## config.mk

```make
export PLATFORM = sky130hd
export DESIGN_NAME = mdu_sequencer
export DESIGN_NICKNAME = d
export VERILOG_FILES = /design/src/rtl/mdu_pkg.sv /design/src/rtl/mdu_shift_add.sv /design/src/rtl/mdu_sequencer.sv
export SDC_FILE = /design/constraint.sdc
export NUM_CORES = 1
export LEC_CHECK = 0
export CORE_MARGIN = 2
export CORE_UTILIZATION = 40
export DETAILED_ROUTE_END_ITERATION = 10
export SYNTH_ARGS = -nofsm -noshare
export SYNTH_HDL_FRONTEND = slang
export SYNTH_SLANG_ARGS = --single-unit
```

## constraint.sdc

```tcl
create_clock -name clk -period 4.1 [get_ports clk]
set_clock_uncertainty 0.2 [all_clocks]
set_input_delay 0.82 -clock clk [delete_from_list [all_inputs] [get_ports clk]]
set_output_delay 0.82 -clock clk [all_outputs]
set_load 0.01 [all_outputs]
```

## src/rtl/mdu_pkg.sv

```systemverilog
// Shared types and constants for the multiply sequencer (mdu_sequencer).
package mdu_pkg;

  typedef enum logic [1:0] {
    IDLE = 2'd0,
    RUN  = 2'd1,
    DONE = 2'd2
  } mdu_state_t;

  localparam int MDU_WIDTH_DEFAULT = 32;
  localparam int MDU_CNT_W         = $clog2(MDU_WIDTH_DEFAULT);

endpackage

```

## src/rtl/mdu_shift_add.sv

```systemverilog
// One shift-add multiply iteration: conditional add of the multiplicand into the
// upper half of {carry, acc, multiplier}, then a right shift by one.
module mdu_shift_add #(
  parameter int WIDTH = 32
) (
  input  logic [2*WIDTH:0]  prod_i,
  input  logic [WIDTH-1:0]  mcand_i,
  output logic [2*WIDTH:0]  prod_o
);

  logic [WIDTH:0] sum;
  logic           unused_carry_in;

  // The carry slot is always zero on entry because the previous shift cleared it.
  assign unused_carry_in = prod_i[2*WIDTH];

  always_comb begin
    sum = {1'b0, prod_i[2*WIDTH-1:WIDTH]};
    if (prod_i[0]) begin
      sum = sum + {1'b0, mcand_i};
    end
    prod_o = {1'b0, sum, prod_i[WIDTH-1:1]};
  end

endmodule

```

## src/rtl/mdu_sequencer.sv

```systemverilog
// Multi-cycle shift-add multiplier owning the HI/LO pair; stalls the pipeline while running.
// Optional signed support is enabled by defining MDU_SIGNED_EN.
module mdu_sequencer
  import mdu_pkg::*;
#(
  parameter int WIDTH = MDU_WIDTH_DEFAULT
) (
  input  logic             clk,
  input  logic             rst,
  input  logic             start,
  input  logic             is_signed,
  input  logic [WIDTH-1:0] in0,
  input  logic [WIDTH-1:0] in1,
  output logic             busy,
  output logic             stall,
  output logic             done,
  output logic [WIDTH-1:0] hi,
  output logic [WIDTH-1:0] lo,
  output mdu_state_t       dbg_state_o
);

  localparam int CW = (WIDTH > 1) ? $clog2(WIDTH) : 1;
  localparam logic [CW-1:0] LAST_CNT = CW'(WIDTH - 1);

  mdu_state_t       state_q, state_d;
  logic [CW-1:0]    cnt_q, cnt_d;
  logic [WIDTH-1:0] mcand_q, mcand_d;
  logic [2*WIDTH:0] prod_q, prod_d;
  logic [WIDTH-1:0] hi_q, hi_d, lo_q, lo_d;
  logic [2*WIDTH:0] step;
  logic [WIDTH-1:0] op0, op1;
  logic [2*WIDTH-1:0] result;

  mdu_shift_add #(.WIDTH(WIDTH)) u_step (
    .prod_i  (prod_q),
    .mcand_i (mcand_q),
    .prod_o  (step)
  );

`ifdef MDU_SIGNED_EN
  logic sign_q, sign_d;

  // Negating the most-negative value yields 2^(WIDTH-1), the correct unsigned magnitude.
  assign op0    = (is_signed && in0[WIDTH-1]) ? -in0 : in0;
  assign op1    = (is_signed && in1[WIDTH-1]) ? -in1 : in1;
  assign result = sign_q ? -step[2*WIDTH-1:0] : step[2*WIDTH-1:0];
`else
  logic unused_is_signed;

  assign unused_is_signed = is_signed;
  assign op0              = in0;
  assign op1              = in1;
  assign result           = step[2*WIDTH-1:0];
`endif

  always_comb begin
    state_d = state_q;
    cnt_d   = cnt_q;
    mcand_d = mcand_q;
    prod_d  = prod_q;
    hi_d    = hi_q;
    lo_d    = lo_q;
`ifdef MDU_SIGNED_EN
    sign_d  = sign_q;
`endif
    unique case (state_q)
      RUN: begin
        prod_d = step;
        cnt_d  = cnt_q + 1'b1;
        if (cnt_q == LAST_CNT) begin
          hi_d    = result[2*WIDTH-1:WIDTH];
          lo_d    = result[WIDTH-1:0];
          state_d = DONE;
        end
      end
      IDLE, DONE: begin
        state_d = IDLE;
        if (start) begin
          mcand_d = op0;
          prod_d  = {{(WIDTH+1){1'b0}}, op1};
          cnt_d   = '0;
          state_d = RUN;
`ifdef MDU_SIGNED_EN
          sign_d  = is_signed & (in0[WIDTH-1] ^ in1[WIDTH-1]);
`endif
        end
      end
      default: state_d = IDLE;
    endcase
  end

  always_ff @(posedge clk) begin
    if (rst) begin
      state_q <= IDLE;
      cnt_q   <= '0;
      mcand_q <= '0;
      prod_q  <= '0;
      hi_q    <= '0;
      lo_q    <= '0;
`ifdef MDU_SIGNED_EN
      sign_q  <= 1'b0;
`endif
    end else begin
      state_q <= state_d;
      cnt_q   <= cnt_d;
      mcand_q <= mcand_d;
      prod_q  <= prod_d;
      hi_q    <= hi_d;
      lo_q    <= lo_d;
`ifdef MDU_SIGNED_EN
      sign_q  <= sign_d;
`endif
    end
  end

  assign busy        = (state_q == RUN);
  assign stall       = busy;
  assign done        = (state_q == DONE);
  assign hi          = hi_q;
  assign lo          = lo_q;
  assign dbg_state_o = state_q;

endmodule

```

**Word level (Yosys, flattened, before mapping)**

Index checks and enable logic that the tools add are counted.

- Output and inout bits: 69
- Flip-flop bits (word level): 167
- Input bits: 68
- Word-level logic and storage cells: 27

- Eq/ne operators: 5
- $add $sub $neg: 2
- Reductions and logical operators: 6
- Multiplexer cells: 8

Operators with widths:

| operator | count |
|---|---|
| case mux 64 bit (2 select lines) | 1 |
| 2-to-1 mux 64 bit | 1 |
| adder 32 x 32 -> 33 bit | 1 |
| 2-to-1 mux 33 bit | 1 |
| case mux 5 bit (2 select lines) | 1 |
| AND reduction 2 bit | 3 |
| adder 5 x 1 -> 5 bit, second input constant | 1 |
| == test 5 bit, second input constant | 1 |
| 2-to-1 mux 5 bit | 1 |
| case mux 2 bit (2 select lines) | 1 |
| == test 2 x 1 -> 1 bit, second input constant | 1 |
| == test 2 bit, second input constant | 1 |
| logical NOT 2 bit | 1 |
| 2-to-1 mux 2 bit | 1 |
| != test 2 x 1 -> 1 bit, second input constant | 1 |
| != test 2 bit, second input constant | 1 |
| nonzero test 2 bit | 1 |
| OR reduction 2 bit | 1 |
| 2-to-1 mux 1 bit | 1 |

**Depth between registers and ports, before layout**

Gate-level depths: netlist of the first run.

- Depth in word-level cells: 4
- Gate-level depth with buffers: 11
- Depth with buffers taken out: 11

**Hierarchy**

From an unflattened synthesis of the first run, not the netlist that was laid out.

- Cells, all modules: 1077
- Area total of the unflattened synthesis: 8638.3 um^2

Modules (own cells, without submodules):

| module | times used | cells an instance | area each (um^2) | sequential area each (um^2) |
|---|---|---|---|---|
| mdu_sequencer | 1 | 748 | 6246.0 | 3363.2 |
| mdu_shift_add | 1 | 329 | 2392.3 | 0.0 |

**Worst setup path before layout of the first run**

OpenSTA, ideal clock, no wires.

- Path type: flip-flop to flip-flop
- Start: reg mcand_q[0]
- End: reg prod_q[47]
- Stages on the path, launching flop included: 12
- Required time: 3.772 ns
- Arrival: 2.770 ns
- Period minus slack after synthesis: 3.097 ns
- Library setup time: 0.128 ns
- Buffers on the path: 0
- Setup slack: 1.003 ns
- Cells stage by stage: dfxtp_1 -> ha_1 -> fa_1 -> a21o_1 -> a221o_1 -> a22o_1 -> or2_1 -> a21o_1 -> a311oi_2 -> xnor2_1 -> a222oi_1 -> nor2_1

- Longest elaborated chain between the ends: 3

Ends and longest elaborated chain:

| element | RTL line | text |
|---|---|---|
| start, declared | mdu_sequencer.sv:27 | `logic [WIDTH-1:0] mcand_q, mcand_d;` |
| start signal, assigned | mdu_sequencer.sv:106 | `mcand_q <= mcand_d;` |
| adder 32 x 32 -> 33 bit | mdu_shift_add.sv:20 | `sum = sum + {1'b0, mcand_i};` |
| 2-to-1 mux 33 bit | mdu_shift_add.sv:19 | `if (prod_i[0]) begin` |
| case mux 64 bit (2 select lines) | mdu_sequencer.sv:66 | `unique case (state_q)` |
| end signal, assigned | mdu_sequencer.sv:107 | `prod_q <= prod_d;` |
| end, declared | mdu_sequencer.sv:28 | `logic [2*WIDTH:0] prod_q, prod_d;` |

Every way passes these cells.
A chain may end at the register's enable or synchronous reset.

**Worst setup path in the final report of the first run**

- Start: reg mcand_q[0]
- End: reg hi_q[29] (netlist: hi[29])

- Longest elaborated chain between the ends: 2

Ends and longest elaborated chain:

| element | RTL line | text |
|---|---|---|
| adder 32 x 32 -> 33 bit | mdu_shift_add.sv:20 |  |
| 2-to-1 mux 33 bit | mdu_shift_add.sv:19 |  |
| end signal, assigned | mdu_sequencer.sv:108 | `hi_q <= hi_d;` |
| end, declared | mdu_sequencer.sv:29 | `logic [WIDTH-1:0] hi_q, hi_d, lo_q, lo_d;` |

Every way passes these cells.

==> results of run 1 <==
worst max-delay path: stages (launching register included):
cell      delay, ns
dfxtp_1        0.32
ha_1           0.23
fa_1           0.41
a21o_1         0.19
a221o_1        0.35
a22o_1         0.23
a41oi_2        0.29
o31ai_2        0.16
a21boi_1       0.36
o21bai_1       0.21
xnor2_1        0.16
a311oi_1       0.24
layer usage:
metal / vias up / GRT usage / routed length (um)
met5: - / 0 / 0
met4: 0 / 0.0471 / 177
met3: 16 / 0.0574 / 1160
met2: 144 / 0.344 / 9910
met1: 3291 / 0.266 / 10200
li1: 3633 / - / -
synth_stat cells, types with 2 or more instances:
cell type	instances
clkbuf_1	52
nor2_1	91
and2_1	4
xnor2_1	17
mux2i_1	47
nor4_1	2
ha_1	34
nand4_1	5
o22ai_1	6
nor3_1	4
a21oi_1	119
xor2_1	12
mux2_2	8
a31oi_1	7
o2111ai_1	2
nor2b_1	4
o211ai_1	6
o21a_1	4
o21ai_0	47
nor4b_1	3
nand2_1	177
and3_1	5
a21o_1	8
inv_1	12
o21bai_1	5
buf_1	13
a211oi_1	37
a222oi_1	13
or3_1	2
nand3_1	8
a22oi_1	16
dfxtp_1	167
buf_2	3
nand2b_1	5
metrics by stage:
step / utilization / power, W / setup slack (ns) / hold slack (ns) / cell area (sq um)
3_3_place_gp: 0.488 / 0.00218 / 0.695 / 0.242 / 9530
5_1_grt: 0.517 / 0.00385 / 0.422 / 0.279 / 10100
6_report: 0.517 / 0.00370 / 0.645 / 0.257 / 10100
2_1_floorplan: - / 0.00203 / 1.00 / 0.241 / 8000
4_1_cts: 0.517 / 0.00373 / 0.642 / 0.258 / 10100
3_5_place_dp: 0.488 / 0.00218 / 0.694 / 0.247 / 9530
cell type report:
class | instances | share of cell area
Clock buffer | 19 | 0.0448
Clock inverter | 13 | 0.0115
Inverter | 13 | 0.00483
Multi-Input combinational cell | 719 | 0.432
Sequential cell | 167 | 0.331
Tap cell | 265 | 0.0328
Timing Repair Buffer | 148 | 0.143
path summary, 6_finish.rpt:
path / depth (start not counted) / slack, ns / end
min reg2reg: 2 / 0.26 / lo[0]$_SDFFE_PP0P_
max reg2reg: 11 / 0.65 / hi[29]$_SDFFE_PP0P_
max: 11 / 0.65 / hi[29]$_SDFFE_PP0P_
min: 2 / 0.26 / lo[0]$_SDFFE_PP0P_
sequential cells by signal, summed over array words and instances (netlist names):
signal,cells
cnt_q,5
lo,32
dbg_state_o,2
prod_q,64
mcand_q,32
hi,32
report_power, final:
| part | internal, W | total [W] | switching, W |
|---|---|---|---|
| combinational | 0.000178 | 0.000416 | 0.000237 |
| sequential | 0.00168 | 0.00173 | 0.0000456 |
| clock | 0.000826 | 0.00155 | 0.000727 |
| total | 0.00269 | 0.00370 | 0.00101 |
cell families (layout without fill, tap and decap cells):
family / Yosys count / count (layout)
XOR/XNOR: 29 / 29
adder cells (fa/ha/maj): 35 / 35
AO/OA/AOI/OAI: 288 / 288
flip-flops: 167 / 167
buffers and inverters: 82 / 193
multiplexers: 55 / 55
AND/OR/NAND/NOR: 312 / 312
==> impl_metrics.py, run 1 <==
metrics = {
    "floorplanning": {
        "core_sq_mm": 0.0195,
        "start_util": 0.410,
        "fp.dieW_um": 145,
        "dieArea_sq_mm": 0.0212,
        "fp.dieH_um": 145,
        "rows": 51,
        "ios": 137,
    },
    "cells_and_area": {
        "area_delta_synth_final_pct": 26.3,
        "finalNetCount": 1169,
        "drive_gt1_frac": 0.0612,
        "instances_no_fill": 1344,
        "diodes": 0,
        "layout_common_cells": "nand2_1 (175), dfxtp_1 (165), clkdlybuf4s50_1 (134), a21oi_1 (119), nor2_1 (89)",
        "seq_area_sq_mm": 0.00335,
        "final_common_cell": "nand2_1",
        "multiInputGateArea_sq_mm": 0.00436,
        "fill_cells": 1943,
    },
    "logic_synthesis": {
        "synth-main-ff-cell": "dfxtp_1",
        "synth-simple-area-share": 0.159,
        "synth_fa_ha_area_frac": 0.0557,
        "synth_top_area_frac": 0.418,
        "synth-edff-count": 0,
        "syn_inst": 968,
        "muxShareOfSynthArea": 0.0701,
        "yosysTopAreaCell": "dfxtp_1",
        "synth_top_family_by_area": "compound AO/OA/AOI/OAI gates",
        "ys_types": 57,
        "synth_xor_xnor_area_share": 0.0317,
        "ys_top_cells_by_area": "dfxtp_1 (42%), nand2_1 (8.3%), a21oi_1 (7.4%)",
        "synth_nets": 1071,
        "seq_area_frac_synth": 0.418,
        "ys_seq_elements": 167,
        "netlist_area_sq_mm": 0.00800,
        "async_reset_ff_frac": 0,
        "ys_warn_count": 0,
        "synth_compound_area_frac": 0.226,
        "syn_area_per_cell_sq_um": 8.27,
    },
    "global_route": {
        "grt.overflow.total": 0,
        "antenna_found_initial": 0,
        "grt_usage": 0.206,
        "first_global_vias": 7141,
        "grt_max_degree": 83,
        "grt_pass1_wl_um": 35800,
    },
    "route": {
        "viasPerCell": 5.27,
        "drt_iter0_markers": 407,
        "drt_wl_total_um": 21400,
        "routedWlPerCell_um": 15.9,
        "dr.pass1.iters": 5,
        "drc_errors": 0,
        "ant_nets": 0,
        "vias": 7084,
    },
    "worst_setup_path": {
        "startpoint": "mcand_q[0]$_SDFFE_PP0P_",
        "cp.arrival_ns": 3.59,
        "end_kind": "flip-flop",
        "worstPathRequired_ns": 4.23,
        "cp-start-kind": "flip-flop",
        "critical_path_class": "reg2reg",
        "reg2reg_from": "mcand_q[0]$_SDFFE_PP0P_",
        "crit_fanout": 5,
    },
    "clock_network": {
        "cts_made_buffers": 17,
        "post_cts_resized": 0,
        "postCtsSetupBuffers": 0,
        "hold_buffers": 0,
        "cts_root_buf": "clkbuf_16",
        "clockBufferDepth": 2,
        "insertion_delay_ns": 0.43,
        "cts_tree": "built",
        "clock-sinks": 167,
        "ctsHtreeMaxLevel": 4,
        "path_clk_slew_ns": 0.07,
    },
    "hold_path": {
        "holdCritPathClass": "reg2reg",
        "min_from": "lo[0]$_SDFFE_PP0P_",
    },
    "sta": {
        "fin_crit_ns": 3.45,
        "fmax_mhz": 289,
        "setup_viol": 0,
        "finalCritPeriodShare": 0.843,
        "fin_tns_setup_ns": 0,
        "slew_headroom": 0.279,
        "rsz0062_at_grt": "no",
        "worstMarginPinSlew_ns": 1.08,
        "finalHoldViolCount": 0,
        "slew_viol_final": 0,
    },
    "power": {
        "cellPowerDensity_mw_per_mm2": 366,
        "ir_drop_uv": 260,
        "power.leakage_nw": 3.83,
    },
    "flow_run": {
        "maxCapViolCount": 0,
    },
    "place": {
        "dp_hpwl_um": 14200,
        "place_inst": 1312,
        "port_buffers": 135,
        "gp_congestion": 0.849,
    },
    "status": {
        "status": "completed",
    },
}
Note: power is estimated with default switching activity, not from simulation.
==> inputs of run 2 (changes only) <==
clock period = 3.5 ns   (was 4.1 ns; I/O delays follow)
==> run 2 against run 1 <==
Sequential power up 17%. Utilization rose by 0.44 points. Highest routed layer unchanged. Via count shrank 0.25%. Sequential cell count unchanged. Final cell count grew 0.30%. Wire length is 0.44% lower. Sequential share of layout area is 0.28 points lower.
==> impl_metrics.py, run 2 (synthesized netlist as in run 1, its figures left out) <==
metrics = {
    "status": {
        "status": "completed",
    },
    "power": {
        "cellPowerDensity_mw_per_mm2": 426,
        "power.leakage_nw": 3.87,
        "ir_drop_uv": 360,
        "power_w": 0.00434,
    },
    "global_route": {
        "grt.overflow.total": 0,
        "first_global_vias": 6935,
        "grt_usage": 0.204,
        "grt_max_degree": 119,
        "grt_pass1_wl_um": 35500,
        "antenna_found_initial": 0,
    },
    "route": {
        "dr.pass1.iters": 5,
        "ant_nets": 0,
        "drt-met1-wl_um": 10100,
        "drc_errors": 0,
        "top_layer": "met4",
        "routedWlPerCell_um": 15.8,
        "drt_wl_total_um": 21300,
        "vias": 7066,
        "drt_iter0_markers": 472,
        "viasPerCell": 5.24,
        "dr_wl_met3_um": 1160,
        "route.met2.wl_um": 9810,
    },
    "clock_network": {
        "ctsHtreeMaxLevel": 4,
        "hold_buffers": 0,
        "insertion_delay_ns": 0.43,
        "cts_root_buf": "clkbuf_16",
        "clockBufferDepth": 2,
        "clock-sinks": 167,
        "cts_made_buffers": 17,
        "cts_tree": "built",
        "path_clk_slew_ns": 0.07,
    },
    "cells_and_area": {
        "drive_gt1_frac": 0.0656,
        "finalNetCount": 1173,
        "largest_register": "prod_q",
        "diodes": 0,
        "area_delta_synth_final_pct": 27.3,
        "stdcell_area_sq_mm": 0.0102,
        "final_common_cell": "nand2_1",
        "largest_reg_flops": 64,
        "instances_no_fill": 1348,
        "layout_common_cells": "nand2_1 (175), dfxtp_1 (165), clkdlybuf4s50_1 (134), a21oi_1 (119), nor2_1 (89)",
    },
    "sta": {
        "fmax_mhz": 295,
        "fin_crit_ns": 3.39,
        "worstMarginPinSlew_ns": 1.04,
        "finalCritPeriodShare": 0.967,
        "rsz0062_at_grt": "no",
        "finalHoldViolCount": 0,
        "slew_headroom": 0.306,
        "setup_slack_ns": 0.114,
        "fin_tns_setup_ns": 0,
        "setup_viol": 0,
        "slew_viol_final": 0,
    },
    "floorplanning": {
        "fp.dieH_um": 145,
        "core_sq_mm": 0.0195,
        "ios": 137,
        "dieArea_sq_mm": 0.0212,
        "start_util": 0.410,
        "rows": 51,
        "fp.dieW_um": 145,
    },
    "place": {
        "placement.setup.worst_slack_ns": 0.0847,
        "placed_cell_area_sq_mm": 0.00957,
        "port_buffers": 135,
        "gp_congestion": 0.850,
        "place_inst": 1313,
        "dp_hpwl_um": 14300,
    },
    "flow_run": {
        "maxCapViolCount": 0,
    },
    "worst_setup_path": {
        "worstPathRequired_ns": 3.59,
        "crit_fanout": 3,
        "end_kind": "flip-flop",
        "cp.arrival_ns": 3.48,
        "critical_path_class": "reg2reg",
        "cp-start-kind": "flip-flop",
    },
    "hold_path": {
        "holdCritPathClass": "reg2reg",
    },
}
## run 2: cell type report
class | count | area, sq um
Tap cell | 265 | 332
Clock inverter | 14 | 139
Fill cell | 1935 | 9340
Inverter | 13 | 48.8
Timing Repair Buffer | 152 | 1500
Multi-Input combinational cell | 719 | 4390
Clock buffer | 18 | 429
Sequential cell | 167 | 3350
## run 2: power breakdown
group / switching [W] / total (W) / internal [W]
registers: 0.0000560 / 0.00203 / 0.00197
clock network: 0.000827 / 0.00182 / 0.000997
logic: 0.000278 / 0.000491 / 0.000213
## run 2: final timing paths
path,startpoint,endpoint,slack [ns],cells after the start
worst max register to register,mcand_q[0]$_SDFFE_PP0P_,prod_q[47]$_SDFFE_PP0P_,0.11,11
worst max-delay path,mcand_q[0]$_SDFFE_PP0P_,prod_q[47]$_SDFFE_PP0P_,0.11,11
worst min register to register,lo[1]$_SDFFE_PP0P_,lo[1]$_SDFFE_PP0P_,0.25,2
worst min-delay path,lo[1]$_SDFFE_PP0P_,lo[1]$_SDFFE_PP0P_,0.25,2
## run 2: stage by stage
step	hold slack, ns	util
2_1_floorplan	0.241	-
3_3_place_gp	0.242	0.490
3_5_place_dp	0.245	0.490
4_1_cts	0.254	0.519
5_1_grt	0.272	0.522
6_report	0.252	0.522
## run 2: per-layer routing
metal	global-route usage	vias up
met1	0.273	3262
met3	0.0530	14
met2	0.329	156
met4	0.0495	0
met5	0	-
li1	-	3634
## run 2: timing repair
| item | 4_1_cts | 5_1_grt |
|---|---|---|
| endpoints found under the setup margin | 0 | 7 |
| setup buffers | 0 | 3 |
| resized for setup | 0 | 4 |
## run 2: worst max-delay path, cell delays in order, from the launching register on
cell and delay (ns):
dfxtp_1 0.32, ha_1 0.24, fa_2 0.36, a21o_1 0.18
a221o_1 0.37, a22o_1 0.28, or2_1 0.22, a21o_1 0.22
a311oi_4 0.37, xnor2_2 0.11, a222oi_1 0.31, nor2_1 0.07
==> inputs of run 3 (changes only) <==
MAX_ROUTING_LAYER = met4   (was default)
==> run 3 against run 2 <==
Via count grew 0.21%. Clock power about the same. Global-route usage grew 0.64 points. Total power increased by 0.19%. Register-to-register slack about the same. Largest cell class unchanged. Non-clock buffer count did not move.
==> impl_metrics.py, run 3 (synthesized netlist as in run 1, its figures left out) <==
metrics = {
    "cells_and_area": {
        "layout_common_cells": "nand2_1 (175), dfxtp_1 (165), clkdlybuf4s50_1 (134), a21oi_1 (119), nor2_1 (89)",
        "area_delta_synth_final_pct": 27.3,
        "largest_register": "prod_q",
        "final_common_cell": "nand2_1",
        "diodes": 0,
        "largest_reg_flops": 64,
        "finalNetCount": 1173,
        "drive_gt1_frac": 0.0656,
    },
    "power": {
        "p_int_w": 0.00318,
        "seqPwrFrac": 0.466,
        "power.leakage_nw": 3.87,
        "cellPowerDensity_mw_per_mm2": 427,
        "clkPwrFrac": 0.421,
        "swShare": 0.269,
        "power.switching_w": 0.00117,
        "ir_drop_uv": 359,
        "power_frac_comb": 0.113,
    },
    "global_route": {
        "antenna_found_initial": 0,
        "grt_usage": 0.210,
        "grt_util_met2": 0.329,
        "grt_use_met3": 0.0508,
        "grt.overflow.total": 0,
        "grt_max_degree": 119,
        "grt_pass1_wl_um": 35500,
        "busiest_layer": "met2",
        "use_met1": 0.276,
        "first_global_vias": 6946,
    },
    "floorplanning": {
        "fp.dieW_um": 145,
        "core_sq_mm": 0.0195,
        "start_util": 0.410,
        "rows": 51,
        "dieArea_sq_mm": 0.0212,
        "ios": 137,
        "fp.dieH_um": 145,
    },
    "clock_network": {
        "cts_tree": "built",
        "hold_buffers": 0,
        "cts_made_buffers": 17,
        "cts_root_buf": "clkbuf_16",
        "clockBufferDepth": 2,
        "insertion_delay_ns": 0.43,
        "ctsHtreeMaxLevel": 4,
        "path_clk_slew_ns": 0.07,
        "clock-sinks": 167,
    },
    "place": {
        "dp_hpwl_um": 14300,
        "gp_congestion": 0.863,
        "port_buffers": 135,
    },
    "sta": {
        "setup_viol": 0,
        "finalCritPeriodShare": 0.965,
        "worstMarginPinSlew_ns": 1.02,
        "fin_tns_setup_ns": 0,
        "fmax_mhz": 296,
        "slew_headroom": 0.318,
        "rsz0062_at_grt": "no",
        "worst_hold_slack_ns": 0.252,
        "slew_viol_final": 0,
        "fin_crit_ns": 3.38,
        "finalHoldViolCount": 0,
    },
    "route": {
        "viasPerCell": 5.25,
        "dr.pass1.iters": 5,
        "routedWlPerCell_um": 15.8,
        "drc_errors": 0,
        "drt_iter0_markers": 484,
        "drt_wl_total_um": 21300,
        "vias": 7081,
        "ant_nets": 0,
    },
    "worst_setup_path": {
        "cp-start-kind": "flip-flop",
        "critical_path_class": "reg2reg",
        "cp.arrival_ns": 3.47,
        "end_kind": "flip-flop",
        "crit_fanout": 3,
        "worstPathRequired_ns": 3.59,
    },
    "flow_run": {
        "maxCapViolCount": 0,
    },
    "hold_path": {
        "holdCritPathClass": "reg2reg",
    },
    "status": {
        "status": "completed",
    },
}
==> run 3: cell counts in the layout (fill, tap and decap cells not counted) <==
No cell type changed its count.
==> run 3: cell type report <==
| class | count | area (sq um) |
|---|---|---|
| clock buffer | 18 | 429 |
| clock inverter | 14 | 139 |
| fill | 1935 | 9340 |
| inverter | 13 | 48.8 |
| multi-input combinational | 719 | 4390 |
| sequential | 167 | 3350 |
| tap | 265 | 332 |
| timing repair buffer | 152 | 1500 |
==> run 3: worst paths after layout <==
kind	startpoint	end	cells after the start	slack [ns]
worst min register to register	lo[1]$_SDFFE_PP0P_	lo[1]$_SDFFE_PP0P_	2	0.25
worst min-delay path	lo[1]$_SDFFE_PP0P_	lo[1]$_SDFFE_PP0P_	2	0.25
worst max register to register	mcand_q[0]$_SDFFE_PP0P_	prod_q[47]$_SDFFE_PP0P_	11	0.12
worst max-delay path	mcand_q[0]$_SDFFE_PP0P_	prod_q[47]$_SDFFE_PP0P_	11	0.12
==> run 3: repair_timing <==
item | 4_1_cts | 5_1_grt
resized for setup | 0 | 4
buffers inserted | 0 | 3
endpoints found under the setup margin | 0 | 7
==> run 3: routing by layer <==
layer / vias to the layer above / wire length (um)
li1: 3640 / -
met1: 3271 / 10300
met2: 156 / 9820
met3: 14 / 1030
met4: 0 / 218
met5: - / 0
==> run 3: metrics by stage <==
step	setup WS (ns)	cells	util	total power [W]	area, sq um
3_5_place_dp	0.0847	1313	0.490	0.00256	9570
2_1_floorplan	0.403	968	-	0.00237	8000
5_1_grt	0.00787	1348	0.522	0.00453	10200
3_3_place_gp	0.110	1313	0.490	0.00256	9570
4_1_cts	0.0543	1345	0.519	0.00437	10100
6_report	0.121	1348	0.522	0.00435	10200
==> run 3: power by group through the flow <==
| stage | clock network [W] | logic [W] | registers [W] |
|---|---|---|---|
| CTS | 0.00185 | 0.000494 | 0.00203 |
| finish | 0.00183 | 0.000492 | 0.00203 |
| floorplan | 0 | 0.000324 | 0.00205 |
| detailed placement | 0 | 0.000492 | 0.00207 |
| global placement | 0 | 0.000489 | 0.00207 |
| global route | 0.00195 | 0.000545 | 0.00204 |
==> run 3: worst max-delay path, stage by stage (launching register included) <==
cell and delay [ns]:
dfxtp_1 0.32, ha_1 0.24, fa_2 0.36, a21o_1 0.18
a221o_1 0.37, a22o_1 0.28, or2_1 0.22, a21o_1 0.22
a311oi_4 0.37, xnor2_2 0.11, a222oi_1 0.31, nor2_1 0.07
